### src/rtl/uart_pkg.sv
// Shared UART definitions: frame state encodings (common to the TX and RX
// paths) and parity-type constants.
package uart_pkg;

  typedef enum logic [2:0] {
    IDLE   = 3'd0,
    START  = 3'd1,
    DATA   = 3'd2,
    PARITY = 3'd3,
    STOP   = 3'd4
  } uart_state_t;

  localparam logic PARITY_EVEN = 1'b0;
  localparam logic PARITY_ODD  = 1'b1;

endpackage

### src/rtl/uart_sync2.sv
// Two-flop synchronizer for an asynchronous single-bit input, with a
// configurable reset value so it can sit on idle-high or idle-low lines.
module uart_sync2 #(
  parameter logic RESET_VAL = 1'b1
) (
  input  logic clk,
  input  logic reset,
  input  logic d,
  output logic q
);

  logic meta;

  // Both stages load the idle level on reset so no false edge is seen.
  always_ff @(posedge clk) begin
    if (reset) begin
      meta <= RESET_VAL;
      q    <= RESET_VAL;
    end else begin
      meta <= d;
      q    <= meta;
    end
  end

endmodule

### src/rtl/uart_rx.sv
// UART receiver: oversampled start-bit qualification, 8 data bits LSB first,
// optional parity, one stop bit. Delivers each byte with a one-cycle valid
// pulse plus per-frame parity and framing error flags.
module uart_rx
  import uart_pkg::*;
#(
  parameter int unsigned OVERSAMPLE = 16
) (
  input  logic       clk,
  input  logic       reset,
  input  logic       sample_tick,
  input  logic       rxd,
  input  logic       parity_en,
  input  logic       parity_type,
  output logic [7:0] rx_data,
  output logic       rx_valid,
  output logic       parity_err,
  output logic       frame_err,
  output logic       rx_busy
);

  localparam int unsigned TW = $clog2(OVERSAMPLE);
  localparam logic [TW-1:0] HALF_M1 = TW'(OVERSAMPLE / 2 - 1);
  localparam logic [TW-1:0] FULL_M1 = TW'(OVERSAMPLE - 1);

  logic rxd_s;

  uart_sync2 #(.RESET_VAL(1'b1)) u_sync (
    .clk   (clk),
    .reset (reset),
    .d     (rxd),
    .q     (rxd_s)
  );

  uart_state_t   state_q, state_d;
  logic [TW-1:0] tick_cnt_q, tick_cnt_d;
  logic [2:0]    bit_idx_q, bit_idx_d;
  logic [7:0]    shreg_q, shreg_d;
  logic          par_en_q, par_en_d;
  logic          par_type_q, par_type_d;
  logic          perr_q, perr_d;
  logic          brk_q, brk_d;
  logic [7:0]    rx_data_d;
  logic          rx_valid_d, parity_err_d, frame_err_d, rx_busy_d;

  // State, counters, datapath and registered outputs.
  always_ff @(posedge clk) begin
    if (reset) begin
      state_q    <= IDLE;
      tick_cnt_q <= '0;
      bit_idx_q  <= '0;
      shreg_q    <= '0;
      par_en_q   <= 1'b0;
      par_type_q <= 1'b0;
      perr_q     <= 1'b0;
      brk_q      <= 1'b0;
      rx_data    <= '0;
      rx_valid   <= 1'b0;
      parity_err <= 1'b0;
      frame_err  <= 1'b0;
      rx_busy    <= 1'b0;
    end else begin
      state_q    <= state_d;
      tick_cnt_q <= tick_cnt_d;
      bit_idx_q  <= bit_idx_d;
      shreg_q    <= shreg_d;
      par_en_q   <= par_en_d;
      par_type_q <= par_type_d;
      perr_q     <= perr_d;
      brk_q      <= brk_d;
      rx_data    <= rx_data_d;
      rx_valid   <= rx_valid_d;
      parity_err <= parity_err_d;
      frame_err  <= frame_err_d;
      rx_busy    <= rx_busy_d;
    end
  end

  // Next-state and output logic; everything holds unless a sample tick arrives.
  always_comb begin
    state_d      = state_q;
    tick_cnt_d   = tick_cnt_q;
    bit_idx_d    = bit_idx_q;
    shreg_d      = shreg_q;
    par_en_d     = par_en_q;
    par_type_d   = par_type_q;
    perr_d       = perr_q;
    brk_d        = brk_q;
    rx_data_d    = rx_data;
    rx_valid_d   = 1'b0;
    parity_err_d = parity_err;
    frame_err_d  = frame_err;
    rx_busy_d    = rx_busy;

    if (sample_tick) begin
      case (state_q)
        IDLE: begin
          if (!rxd_s) begin
            tick_cnt_d = '0;
            par_en_d   = parity_en;
            par_type_d = parity_type;
            state_d    = START;
          end
        end

        START: begin
          if (tick_cnt_q == HALF_M1) begin
            if (rxd_s) begin
              state_d = IDLE;
            end else begin
              rx_busy_d  = 1'b1;
              tick_cnt_d = '0;
              bit_idx_d  = '0;
              state_d    = DATA;
            end
          end else begin
            tick_cnt_d = tick_cnt_q + 1'b1;
          end
        end

        DATA: begin
          if (tick_cnt_q == FULL_M1) begin
            tick_cnt_d = '0;
            shreg_d    = {rxd_s, shreg_q[7:1]};
            if (bit_idx_q == 3'd7) begin
              state_d = par_en_q ? PARITY : STOP;
            end else begin
              bit_idx_d = bit_idx_q + 3'd1;
            end
          end else begin
            tick_cnt_d = tick_cnt_q + 1'b1;
          end
        end

        PARITY: begin
          if (tick_cnt_q == FULL_M1) begin
            tick_cnt_d = '0;
            perr_d     = rxd_s ^ (^shreg_q) ^ (par_type_q == PARITY_ODD);
            state_d    = STOP;
          end else begin
            tick_cnt_d = tick_cnt_q + 1'b1;
          end
        end

        STOP: begin
          // brk_q marks a low stop bit already reported; wait for the line to
          // return high so a held break produces only one valid pulse.
          if (brk_q) begin
            if (rxd_s) begin
              brk_d   = 1'b0;
              state_d = IDLE;
            end
          end else if (tick_cnt_q == FULL_M1) begin
            tick_cnt_d   = '0;
            rx_data_d    = shreg_q;
            parity_err_d = par_en_q & perr_q;
            frame_err_d  = ~rxd_s;
            rx_valid_d   = 1'b1;
            rx_busy_d    = 1'b0;
            if (rxd_s) begin
              state_d = IDLE;
            end else begin
              brk_d = 1'b1;
            end
          end else begin
            tick_cnt_d = tick_cnt_q + 1'b1;
          end
        end

        default: begin
          state_d = IDLE;
        end
      endcase
    end
  end

endmodule

### config.mk
export PLATFORM = sky130hd
export DESIGN_NAME = uart_rx
export DESIGN_NICKNAME = d
export VERILOG_FILES = /design/src/rtl/uart_pkg.sv /design/src/rtl/uart_sync2.sv /design/src/rtl/uart_rx.sv
export SDC_FILE = /design/constraint.sdc
export NUM_CORES = 1
export LEC_CHECK = 0
export BUFFER_PORTS_ARGS = -buffer_cell sky130_fd_sc_hd__buf_4
export CORE_ASPECT_RATIO = 2
export CORE_MARGIN = 8
export CORE_UTILIZATION = 62
export CTS_CLUSTER_SIZE = 12
export DETAILED_ROUTE_END_ITERATION = 7
export GPL_ROUTABILITY_DRIVEN = 0
export GPL_TIMING_DRIVEN = 0
export MAX_ROUTING_LAYER = met4
export PLACE_DENSITY = 0.84
export SLEW_MARGIN = 30
export SYNTH_ARGS = -nofsm -noshare
export SYNTH_HDL_FRONTEND = slang
export SYNTH_SLANG_ARGS = --single-unit
### constraint.sdc
create_clock -name clk -period 2.5 [get_ports clk]
set_input_delay 0.375 -clock clk [delete_from_list [all_inputs] [get_ports clk]]
set_output_delay 0.375 -clock clk [all_outputs]
set_load 0.02 [all_outputs]
# Word-level counts from Yosys, hierarchy flattened
# Cells that the tools add are included.
totals:
  n_memories: 0
  latch_bits: 0
  mem_bits_ro: 0
  register_bits: 36
  mem_bits_rw: 0
  in_bits: 6
  wordCells: 87
  out_inout_bits: 12
op_classes:
  eq_ne: 17
  n_mul: 0
  bitwise_logic: 7
  div_mod_pow: 0
  order_cmp: 0
  n_reduce_logical: 16
  shifts: 0
  mux: 30
  addsub: 2
ops:
  columns: ["operator", "count"]
  rows:
  - ["3-bit 2-to-1 mux", 13]
  - ["2-bit != test (second input constant)", 9]
  - ["4-bit 2-to-1 mux", 4]
  - ["4-bit case mux with 4 select lines", 1]
  - ["3-bit case mux with 5 select lines", 1]
  - ["3-bit AND reduction", 4]
  - ["6-bit AND reduction", 2]
  - ["1-bit 2-to-1 mux", 8]
  - ["8-bit XOR reduction", 1]
  - ["7-bit AND reduction", 1]
  - ["3-bit by 2-bit == test with 1-bit output (second input constant)", 2]
  - ["3-bit == test (second input constant)", 2]
  - ["3-bit case mux with 2 select lines", 1]
  - ["4-bit by 1-bit adder with 4-bit output (second input constant)", 1]
  - ["4-bit by 3-bit == test with 1-bit output (second input constant)", 1]
  - ["4-bit == test (second input constant)", 1]
  - ["1-bit NOT", 4]
  - ["4-bit AND reduction", 1]
  - ["2-bit nonzero test", 2]
  - ["4-bit nonzero test", 1]
  - ["4-bit OR reduction", 1]
  - ["3-bit by 1-bit adder with 3-bit output (second input constant)", 1]
  - ["3-bit by 1-bit == test with 1-bit output (second input constant)", 1]
  - ["3-bit logical NOT", 1]
  - ["other kinds (7)", 8]

# Longest topological paths before layout
depth:
  ltp_word: 4
  ltp_mapped: 7
  mapped_depth_nobuf: 7

# Modules after synthesis
# Synthesis repeated with hierarchy kept, for this count alone.
hier_totals:
  hier_cells: 213
  area_unflattened_um2: 1785.5
modules_own_cells:
  columns: ["mod", "cells_per_inst", "instances", "area_each_um2", "seq_area_each_um2"]
  rows:
  - ["uart_rx", 209, 1, 1732.9, 680.7]
  - ["uart_sync2", 4, 1, 52.6, 40.0]

# Worst setup path after synthesis
# No wires, ideal clock.
synth_timing:
  kind: "register to register"
  startpoint: "reg tick_cnt_q[0]"
  endpoint: "reg tick_cnt_q[3]"
  required_time_ns: 2.426
  slack_ns: 0.833
  arrival_time_ns: 1.592
  path_buffers: 0
  path_stages_with_launch: 7
  period_less_slack_ns: 1.667
  setup_time_ns: 0.074
  path_cell_list: "dfxtp_1 ha_1 nand2_1 o21ai_1 o31a_1 or4_1 a31oi_1"
synth_via:
  elab_chain_len: 4
  word_cells_on_any_way: 7
  classes_between: "1 x add/sub; 2 x eq/ne; 4 x mux"
synth_lines:
  columns: ["element", "line_no", "rtl"]
  rows:
  - ["start: declaration", "uart_rx.sv:36", "logic [TW-1:0] tick_cnt_q, tick_cnt_d;"]
  - ["start signal: assignment", "uart_rx.sv:64", "tick_cnt_q <= tick_cnt_d;"]
  - ["4-bit by 1-bit adder with 4-bit output or 4-bit == test (tied branches)", null, null]
  - ["4-bit 2-to-1 mux", "uart_rx.sv:122, uart_rx.sv:136, uart_rx.sv:153", null]
  - ["4-bit 2-to-1 mux", "uart_rx.sv:148", "if (brk_q) begin"]
  - ["4-bit case mux with 4 select lines *", "uart_rx.sv:96", "case (state_q)"]
# Every way passes the cells marked *; elsewhere a longest branch is shown, timed or not. The select of a mux whose other input is x is not followed.
# A chain may end at the register's enable or synchronous reset.

# Worst setup path after layout
layout_timing:
  startpoint: "reg tick_cnt_q[1]"
  endpoint: "reg state_q[1]"
layout_via:
  elab_chain_len: 3
  word_cells_on_any_way: 7
  classes_between: "6 x eq/ne; 1 x reduce/logical"
layout_lines:
  columns: ["element", "line_no", "rtl"]
  rows:
  - ["4-bit == test or 4-bit by 3-bit == test with 1-bit output (tied branches)", null, null]
  - ["3-bit != test (no source line) or 2-bit != test (tied branches)", null, null]
  - ["7-bit AND reduction (no source line) *", null, null]
  - ["end signal: assignment", "uart_rx.sv:63", "state_q <= state_d;"]
  - ["end: declaration", "uart_rx.sv:35", "uart_state_t state_q, state_d;"]
# Every way passes the cells marked *; elsewhere a longest branch is shown, timed or not.

==> flow_summary.json <==
{
  "outcome": "finished clean",
  "antenna_found_initial": 0,
  "cts_tree": "built",
  "die-area_um2": 5010,
  "min_path_type": "in2reg",
  "cts_hold_buffers": 0,
  "syn_area_um2": 1810,
  "grt.overflow.total": 0,
  "start_util": 0.6302,
  "wl_met3_um": 238,
  "highest_layer": "met4",
  "rsz0062_at_grt": "false",
  "setup_ws_ns": 0.5725,
  "critical_path_required_ns": 2.67,
  "cts-buffers-inserted": 5,
  "route.met2.wl_um": 1933,
  "pin_count": 18,
  "fin_cells": 264,
  "wire_per_inst_um": 15.13,
  "cts_max_level": 2,
  "crit_type": "reg2reg",
  "avgSynthCellArea_um2": 8.663,
  "tns_ns": 0,
  "hold_depth": 2,
  "grt_pass1_wl_um": 6589,
  "dp.cells": 256,
  "ys_ff_latch": 36,
  "ys_types": 51,
  "drcViolationCount": 0,
  "die_w_um": 54.21,
  "drt_iter0_markers": 53,
  "hpwlAfterDp_um": 2876,
  "synth-main-ff-cell": "dfxtp_1",
  "reg2reg_depth": 6,
  "synth_warnings": 0,
  "port_buffers": 17,
  "synth_edf_count": 0,
  "relSlewSlack": 0.6195,
  "post-place-ws_ns": 0.5948,
  "cts_num_sinks": 36,
  "vias_per_cell": 5.958,
  "peakVddDrop_uv": 670.0,
  "grt_max_degree": 13,
  "via_count": 1573,
  "core_um2": 2873,
  "maxCapViolCount": 0,
  "diodes": 0,
  "post-route-period-util": 0.7710,
  "post-route-min-period_ns": 1.928,
  "power.leakage_nw": 0.7564,
  "worst_pin_slew_ns": 0.5677,
  "drive_above_1_share": 0.1795,
  "p_per_area_nw_per_um2": 507.8,
  "arrival_ns": 2.10,
  "drt_first_pass_iters": 4,
  "clockRootBuffer": "clkbuf_8",
  "hold_violations": 0,
  "netlist_instances": 209,
  "cts.path.max_buffers": 2,
  "synth_nets": 218,
  "yosysSeqAreaShare": 0.3981,
  "setup_viol": 0,
  "layout_commonest_cell": "dfxtp_1",
  "cp_max_fo": 7,
  "crit_path_start_kind": "flip-flop",
  "grt_pass1_vias": 1525,
  "max_freq_mhz": 518.8,
  "fin_worst_skew_ns": 0.004865,
  "critical_path.endpoint_type": "flip-flop",
  "track_usage": 0.1734,
  "die_height_um": 92.42,
  "num-nets-final": 242,
  "area_growth_pct": 13.96,
  "async_flop_share": 0,
  "wl_met1_um": 1656,
  "clkLatencyLatePin_ns": 0.28,
  "slew_viol_final": 0,
  "rows": 28,
  "final_cell_mix": "36 x dfxtp_1, 27 x nand2_1, 24 x nor2_1",
  "drtAntennaViolNets": 0,
  "postCtsSetupRepairBufs": 0,
  "wl_um": 3995,
  "clk_pin_slew_ns": 0.07,
  "post_cts_resized": 0
}
[cell usage after synthesis (all sizes together), types with 2 or more instances]
master	number	area [um2]
clkbuf	5	18.77
and3	3	18.77
and2	2	12.51
o21ai	5	25.02
nor3b	2	20.02
a21oi	13	65.06
or2	2	12.51
xnor2	8	70.07
mux2i	14	140.1
nor4b	2	17.52
a2111oi	2	17.52
a31oi	4	25.02
nand2b	3	18.77
or4	2	15.01
o211ai	2	15.01
nand4	2	12.51
nand3	8	40.04
inv	3	11.26
ha	3	37.54
nor2	25	96.35
dfxtp	36	720.7
nand2	27	101.4
buf	9	60.06
o31ai	4	35.03
a22oi	2	15.01
nor3	3	20.02
[report_power, final]
group          leakage, nW  internal [mW]  switching [mW]  total (mW)
registers            0.291          0.577         0.00443       0.582
clock network       0.0479          0.194           0.205       0.398
logic                0.418         0.0269          0.0405      0.0674
total                0.756          0.798           0.250        1.05
[registers in the layout (all words and copies together) (netlist names)]
name and cells:
perr_q 1, bit_idx_q 3, par_en_q 1, u_sync.q 1
rx_valid 1, par_type_q 1, parity_err 1, rx_busy 1
brk_q 1, rx_data 8, u_sync.meta 1, shreg_q 8
tick_cnt_q 4, frame_err 1, state_q 3
[metrics by stage]
stage / power (mW) / cell area, um2 / hold slack (ns) / utilization
after global routing: 1.083 / 2063 / 0.2649 / 0.7182
after global placement: 0.6598 / 1976 / 0.3917 / 0.6877
after detailed placement: 0.6607 / 1976 / 0.3950 / 0.6877
final: 1.048 / 2063 / 0.2718 / 0.7182
after floorplan: 0.6403 / 1810 / 0.3895 / -
after CTS: 1.056 / 2063 / 0.2636 / 0.7182
[critical path: stages, from the launching register on]
cell and delay [ns]:
dfxtp_1 0.41, ha_1 0.32, and3_1 0.24, o21ai_0 0.09, a21boi_0 0.43, and2_1 0.24
o21ai_0 0.10
[final timing paths]
check	startpoint	end	slack, ns
worst max-delay path	tick_cnt_q[1]$_SDFFE_PP0P_	state_q[1]$_SDFFE_PP0P_	0.57
worst min-delay path	rxd	u_sync.meta$_SDFF_PP1_	0.27
worst max register to register	tick_cnt_q[1]$_SDFFE_PP0P_	state_q[1]$_SDFFE_PP0P_	0.57
worst min register to register	u_sync.meta$_SDFF_PP1_	u_sync.q$_SDFF_PP1_	0.41
[layer usage]
metal / up-vias / global-route usage
li1: 785 / -
met1: 721 / 0.1879
met2: 52 / 0.2760
met3: 15 / 0.04173
met4: 0 / 0.09091
met5: - / -
[cell families after synthesis]
kind of cell	share of synthesized area
AO/OA/AOI/OAI	0.1569
XOR/XNOR	0.05114
adder cells (fa/ha/maj)	0.02073
buffers and inverters	0.04976
flip-flops	0.3981
multiplexers	0.07740
AND/OR/NAND/NOR	0.2460
[layout make-up]
type / instances / area (um2)
tap: 30 / 37.54
sequential: 36 / 720.7
buffer: 14 / 78.83
multi-input combinational: 156 / 999.7
fill: 248 / 809.5
clock buffer: 5 / 68.82
timing repair buffer: 17 / 127.6
inverter: 3 / 11.26
clock inverter: 3 / 18.77
(Power assumes the default switching activity.)
